$ cat src/rtl/lifo_pkg.sv
// Shared definitions for the LIFO arbiter slice.
//   DW, DEPTH, CW : data width, stack capacity, occupancy counter width
//   OP_PUSH/OP_POP: encoding of the client rw bit
//   state_e       : arbiter sequencer states
package lifo_pkg;
  localparam int DW    = 4;
  localparam int DEPTH = 5;
  localparam int CW    = 3;

  localparam logic OP_PUSH = 1'b0;
  localparam logic OP_POP  = 1'b1;

  typedef enum logic [2:0] {
    S_IDLE,
    S_ISSUE,
    S_CAPT,
    S_RESP,
    S_FLUSH
  } state_e;
endpackage

$ cat src/rtl/lifo_arbiter_rr_arb2.sv
// Two-way round-robin arbiter (combinational).
//   req   : request vector {client1, client0}
//   last  : client served most recently (0 or 1)
//   grant : one-hot grant, zero when nothing is requested
module rr_arb2 (
  input  logic [1:0] req,
  input  logic       last,
  output logic [1:0] grant
);
  always_comb begin
    grant = 2'b00;
    case (req)
      2'b01:   grant = 2'b01;
      2'b10:   grant = 2'b10;
      // Tie: favour whichever client was not served last.
      2'b11:   grant = last ? 2'b01 : 2'b10;
      default: grant = 2'b00;
    endcase
  end
endmodule

$ cat src/rtl/lifo_arbiter.sv
// Shares one LIFO between two clients with round-robin arbitration.
// Each op is a single LIFO access; pops add a capture cycle for the
// registered LIFO output. Tracks occupancy and supports a deferred flush.
//   clk, rst                 : clock, synchronous active-high reset
//   req*/rw*/wdata*          : client requests (rw 0=push, 1=pop)
//   flush / flush_done       : stack clear request / completion pulse
//   gnt, done, err, rdata    : grant and response to the granted client
//   count                    : current occupancy 0..DEPTH
//   lifo_*                   : control to / status from the LIFO instance
module lifo_arbiter #(
  parameter int DW    = lifo_pkg::DW,
  parameter int DEPTH = lifo_pkg::DEPTH,
  parameter int CW    = lifo_pkg::CW
) (
  input  logic          clk,
  input  logic          rst,
  input  logic          req0,
  input  logic          req1,
  input  logic          rw0,
  input  logic          rw1,
  input  logic [DW-1:0] wdata0,
  input  logic [DW-1:0] wdata1,
  input  logic          flush,
  output logic [1:0]    gnt,
  output logic          done,
  output logic          err,
  output logic [DW-1:0] rdata,
  output logic          flush_done,
  output logic [CW-1:0] count,
  output logic [DW-1:0] lifo_data,
  output logic          lifo_rw,
  output logic          lifo_en,
  output logic          lifo_rst,
  input  logic [DW-1:0] lifo_out,
  input  logic          lifo_empty,
  input  logic          lifo_full
);
  import lifo_pkg::*;

  state_e        state_q, state_d;
  logic [1:0]    gnt_q, gnt_d;
  logic          done_q, done_d;
  logic          err_q, err_d;
  logic [DW-1:0] rdata_q, rdata_d;
  logic          flush_done_q, flush_done_d;
  logic [CW-1:0] count_q, count_d;
  logic          last_q, last_d;
  logic          flush_pend_q, flush_pend_d;
  logic          op_q, op_d;
  logic [DW-1:0] data_q, data_d;
  logic [1:0]    arb_gnt;
  logic          reject;

  rr_arb2 u_arb (
    .req   ({req1, req0}),
    .last  (last_q),
    .grant (arb_gnt)
  );

  // Count guard keeps occupancy bounded even if the full flag lags.
  assign reject = (op_q == OP_PUSH) ? (lifo_full || (count_q == CW'(DEPTH)))
                                    : lifo_empty;

  always_comb begin
    state_d      = state_q;
    gnt_d        = gnt_q;
    done_d       = 1'b0;
    err_d        = err_q;
    rdata_d      = rdata_q;
    flush_done_d = 1'b0;
    count_d      = count_q;
    last_d       = last_q;
    flush_pend_d = flush_pend_q;
    op_d         = op_q;
    data_d       = data_q;
    lifo_en      = 1'b0;
    case (state_q)
      S_IDLE: begin
        if (flush || flush_pend_q) begin
          state_d = S_FLUSH;
        end else if (req0 || req1) begin
          gnt_d   = arb_gnt;
          op_d    = arb_gnt[1] ? rw1 : rw0;
          data_d  = arb_gnt[1] ? wdata1 : wdata0;
          state_d = S_ISSUE;
        end
      end
      S_ISSUE: begin
        if (flush) flush_pend_d = 1'b1;
        if (reject) begin
          err_d   = 1'b1;
          done_d  = 1'b1;
          state_d = S_RESP;
        end else begin
          lifo_en = 1'b1;
          if (op_q == OP_PUSH) begin
            count_d = count_q + 1'b1;
            done_d  = 1'b1;
            state_d = S_RESP;
          end else begin
            count_d = count_q - 1'b1;
            state_d = S_CAPT;
          end
        end
      end
      S_CAPT: begin
        if (flush) flush_pend_d = 1'b1;
        rdata_d = lifo_out;
        done_d  = 1'b1;
        state_d = S_RESP;
      end
      S_RESP: begin
        if (flush) flush_pend_d = 1'b1;
        last_d  = gnt_q[1];
        gnt_d   = 2'b00;
        err_d   = 1'b0;
        state_d = S_IDLE;
      end
      S_FLUSH: begin
        count_d      = '0;
        flush_pend_d = 1'b0;
        flush_done_d = 1'b1;
        state_d      = S_IDLE;
      end
      default: state_d = S_IDLE;
    endcase
  end

  always_ff @(posedge clk) begin
    if (rst) begin
      state_q      <= S_IDLE;
      gnt_q        <= 2'b00;
      done_q       <= 1'b0;
      err_q        <= 1'b0;
      rdata_q      <= '0;
      flush_done_q <= 1'b0;
      count_q      <= '0;
      last_q       <= 1'b1;
      flush_pend_q <= 1'b0;
      op_q         <= OP_PUSH;
      data_q       <= '0;
    end else begin
      state_q      <= state_d;
      gnt_q        <= gnt_d;
      done_q       <= done_d;
      err_q        <= err_d;
      rdata_q      <= rdata_d;
      flush_done_q <= flush_done_d;
      count_q      <= count_d;
      last_q       <= last_d;
      flush_pend_q <= flush_pend_d;
      op_q         <= op_d;
      data_q       <= data_d;
    end
  end

  // Stack is cleared on arbiter reset as well as by a flush.
  assign lifo_rst   = rst || (state_q == S_FLUSH);
  assign lifo_rw    = op_q;
  assign lifo_data  = data_q;
  assign gnt        = gnt_q;
  assign done       = done_q;
  assign err        = err_q;
  assign rdata      = rdata_q;
  assign flush_done = flush_done_q;
  assign count      = count_q;
endmodule

$ cat config.mk
export PLATFORM = sky130hd
export DESIGN_NAME = lifo_arbiter
export DESIGN_NICKNAME = d
export VERILOG_FILES = /design/src/rtl/lifo_pkg.sv /design/src/rtl/lifo_arbiter_rr_arb2.sv /design/src/rtl/lifo_arbiter.sv
export SDC_FILE = /design/constraint.sdc
export NUM_CORES = 1
export LEC_CHECK = 0
export ABC_CLOCK_PERIOD_IN_PS = 2300
export CAP_MARGIN = 20
export CORE_AREA = 2 2 62 75
export CTS_CLUSTER_DIAMETER = 200
export DETAILED_ROUTE_END_ITERATION = 10
export DIE_AREA = 0 0 64 77
export GPL_TIMING_DRIVEN = 0
export HOLD_SLACK_MARGIN = 0.03
export PLACE_DENSITY = 0.6
export SLEW_MARGIN = 40
export SYNTH_ARGS = -nofsm -noshare
export SYNTH_HDL_FRONTEND = slang
export SYNTH_SLANG_ARGS = --single-unit
export TNS_END_PERCENT = 1
$ cat constraint.sdc
create_clock -name clk -period 2.3 [get_ports clk]
set_clock_uncertainty 0.1 [all_clocks]
set_input_delay 0.46 -clock clk [delete_from_list [all_inputs] [get_ports clk]]
set_output_delay 0.46 -clock clk [all_outputs]
set_load 0.02 [all_outputs]
==> metrics.cfg <==
[placed_design]
pre_cts_slack_ns = -0.4870
routabilityCongestion = 0.7329
io_buffers = 39
dpl.hpwl_um = 1976

[detailed_routing]
postRouteAntennaNets = 0
route.detailed.drc = 0
wire_per_inst_um = 11.88
dr.pass1.iters = 4
drt_wl_total_um = 2482
vias = 896
first_iter_violations = 18
vias_per_cell = 4.287

[sta]
relSlewSlack = 0.7081
holdWs_ns = 0.3874
worst_slew_pin_slew_ns = 0.4354
final.setup.worst_slack_ns = 0.04135
hold_violations = 0
setup_violations = 0
rsz0062_at_grt = no
slew_viol_final = 0
fin_crit_sh = 0.9820
tns_ns = 0
min_period_ns = 2.259
fmax_mhz = 442.7

[global_routing]
grt_use_total = 0.1086
grt_pass1_vias = 940
grt_pass1_wl_um = 4195
grt_max_degree = 13
grt-ovfl-total = 0
antenna_found_initial = 0

[clock_network]
clk_pin_slew_ns = 0.07
cts.sinks = 22
worstSkewPairLatency_ns = 0.26
cts_buffer_depth = 2
cts_made_buffers = 3
ctsHtreeMaxLevel = 1
cts_root_buf = clkbuf_8
cts_tree = done

[setup_path]
start_kind = input pin
critical-path-max-stage-delay_ns = 0.42
slowest_stage = clkdlybuf4s50_1
arrival_ns = 1.70
rrSetupSlack_ns = 0.74
cp_max_fo = 10
critical_path_class = input pin to output pin
required_ns = 1.74
path_cells = clkdlybuf4s50_1, clkbuf_4, or2_2, clkdlybuf4s15_1
crit_path_end_kind = output pin

[floorplan]
die_h_um = 77
num_rows = 26
start_util = 0.2418
core_um2 = 4197
die-width_um = 64
fp.dieArea_um2 = 4928
num_io_pins = 40

[yosys]
synthFlopType = dfxtp_1
synthArstFlopShare = 0
synth-edff-count = 0
syn_nets = 131
synth_cell_types = 29
synthCells = 109
ys_seq_elements = 22
syn_area_um2 = 1015
avgSynthCellArea_um2 = 9.309
yosys_warnings = 0
yosysSeqAreaShare = 0.4340

[layout]
diodes = 0
syn_to_final_growth_pct = 52.16
layout-drive-gt1-share = 0.1176
fin_nets = 176
final_core_util = 0.3679

[pwr]
power.density_nw_per_um2 = 773.4
power_mw = 1.194
p_leak_nw = 0.5744
ir_worst_vdd_uv = 354.1

[run]
drv_cap = 0

[outcome]
outcome = finished clean

[worst_hold_path]
min_path_type = flop to flop

[power by group]
part / switching [mW] / internal [mW] / total (mW)
registers: 0.0489 / 0.439 / 0.488
logic: 0.219 / 0.218 / 0.438
clock network: 0.116 / 0.152 / 0.268
total: 0.384 / 0.810 / 1.19
[critical path: cells and delay by family]
family / cells / cell delay (ns)
buf+inv: 3 / 0.91
simple gates: 1 / 0.32
[layer usage]
metal / global-route usage / up-vias / share of wire
met5: 0 / - / 0
met4: 0.05217 / 0 / 0.018
met3: 0.03079 / 4 / 0.058
met2: 0.1906 / 26 / 0.53
met1: 0.1173 / 404 / 0.40
li1: - / 462 / -
[per-stage QoR]
step | std cells | cell area [um2]
final | 209 | 1544
after global routing | 209 | 1544
after CTS | 209 | 1540
after detailed placement | 204 | 1475
after global placement | 204 | 1475
after floorplan | 109 | 1015
[path summary, 6_finish.rpt]
kind                               from                    end  depth (start not counted)
setup / recovery                    rst               lifo_rst                          4
setup reg to reg   lifo_rw$_SDFFE_PP0P_  count[2]$_SDFFE_PP0P_                          5
hold reg to reg   rdata[1]$_SDFFE_PP0N_  rdata[1]$_SDFFE_PP0N_                          2
hold / removal    rdata[1]$_SDFFE_PP0N_  rdata[1]$_SDFFE_PP0N_                          2
[state kept, by name, indices dropped and copies added (netlist names)]
register,count
flush_done,1
err,1
done,1
state_q,3
count,3
lifo_rw,1
lifo_data,4
rdata,4
gnt,2
flush_pend_q,1
last_q,1
[synthesized netlist by cell type, types with 3 or more instances]
| master | count | area (um2) |
|---|---|---|
| a211oi_2 | 4 | 50.05 |
| a21oi_1 | 9 | 45.04 |
| clkbuf_1 | 3 | 11.26 |
| dfxtp_1 | 22 | 440.4 |
| mux2i_1 | 8 | 80.08 |
| nand2_1 | 8 | 30.03 |
| nand2b_1 | 5 | 31.28 |
| nor2_1 | 16 | 60.06 |
| nor2b_1 | 4 | 25.02 |
| o21ai_0 | 6 | 30.03 |
[timing repair]
item	in CTS	in global routing
cloned	0	0
pin swaps	1	0
endpoints found under the setup margin	2	1
setup buffers	1	0
gates resized for setup	5	1
hold buffers	0	0
[logic make-up (layout without fill, tap and decap cells)]
kind of cell               count (synthesis)  in the layout  synth area share
buffers and inverters                      6             50           0.02959
xor gates and xnor gates                   3              3           0.02590
AOI/OAI and AO/OA                         25             25            0.1776
adders and majority gates                  1              1           0.01973
muxes                                      8              8           0.07892
and+or+nand+nor                           44             44            0.2343
DFF                                       22             22            0.4340
[area by class of cell]
class	instances	area, um2
clock buffer	4	55.05
sequential	22	440.4
inverter	2	7.507
timing repair buffer	40	396.6
buffer	4	26.28
fill	431	2653
multi-input combinational	81	548.0
tap	56	70.07
[placed cells by master, fill, tap and decap left out, types with 2 or more instances in the layout]
cell,netlist,layout
a211oi_1,2,2
a211oi_2,4,4
a21bo_2,2,2
a21oi_1,9,9
clkbuf_1,3,2
clkbuf_8,0,4
clkdlybuf4s50_1,0,37
dfxtp_1,22,22
inv_1,2,2
mux2i_1,8,7
nand2_1,8,8
nand2b_1,5,5
nor2_1,16,16
nor2b_1,4,4
nor3b_1,2,2
o21ai_0,6,6
xnor2_1,2,2
No activity file was read; power rests on OpenSTA's default activity.
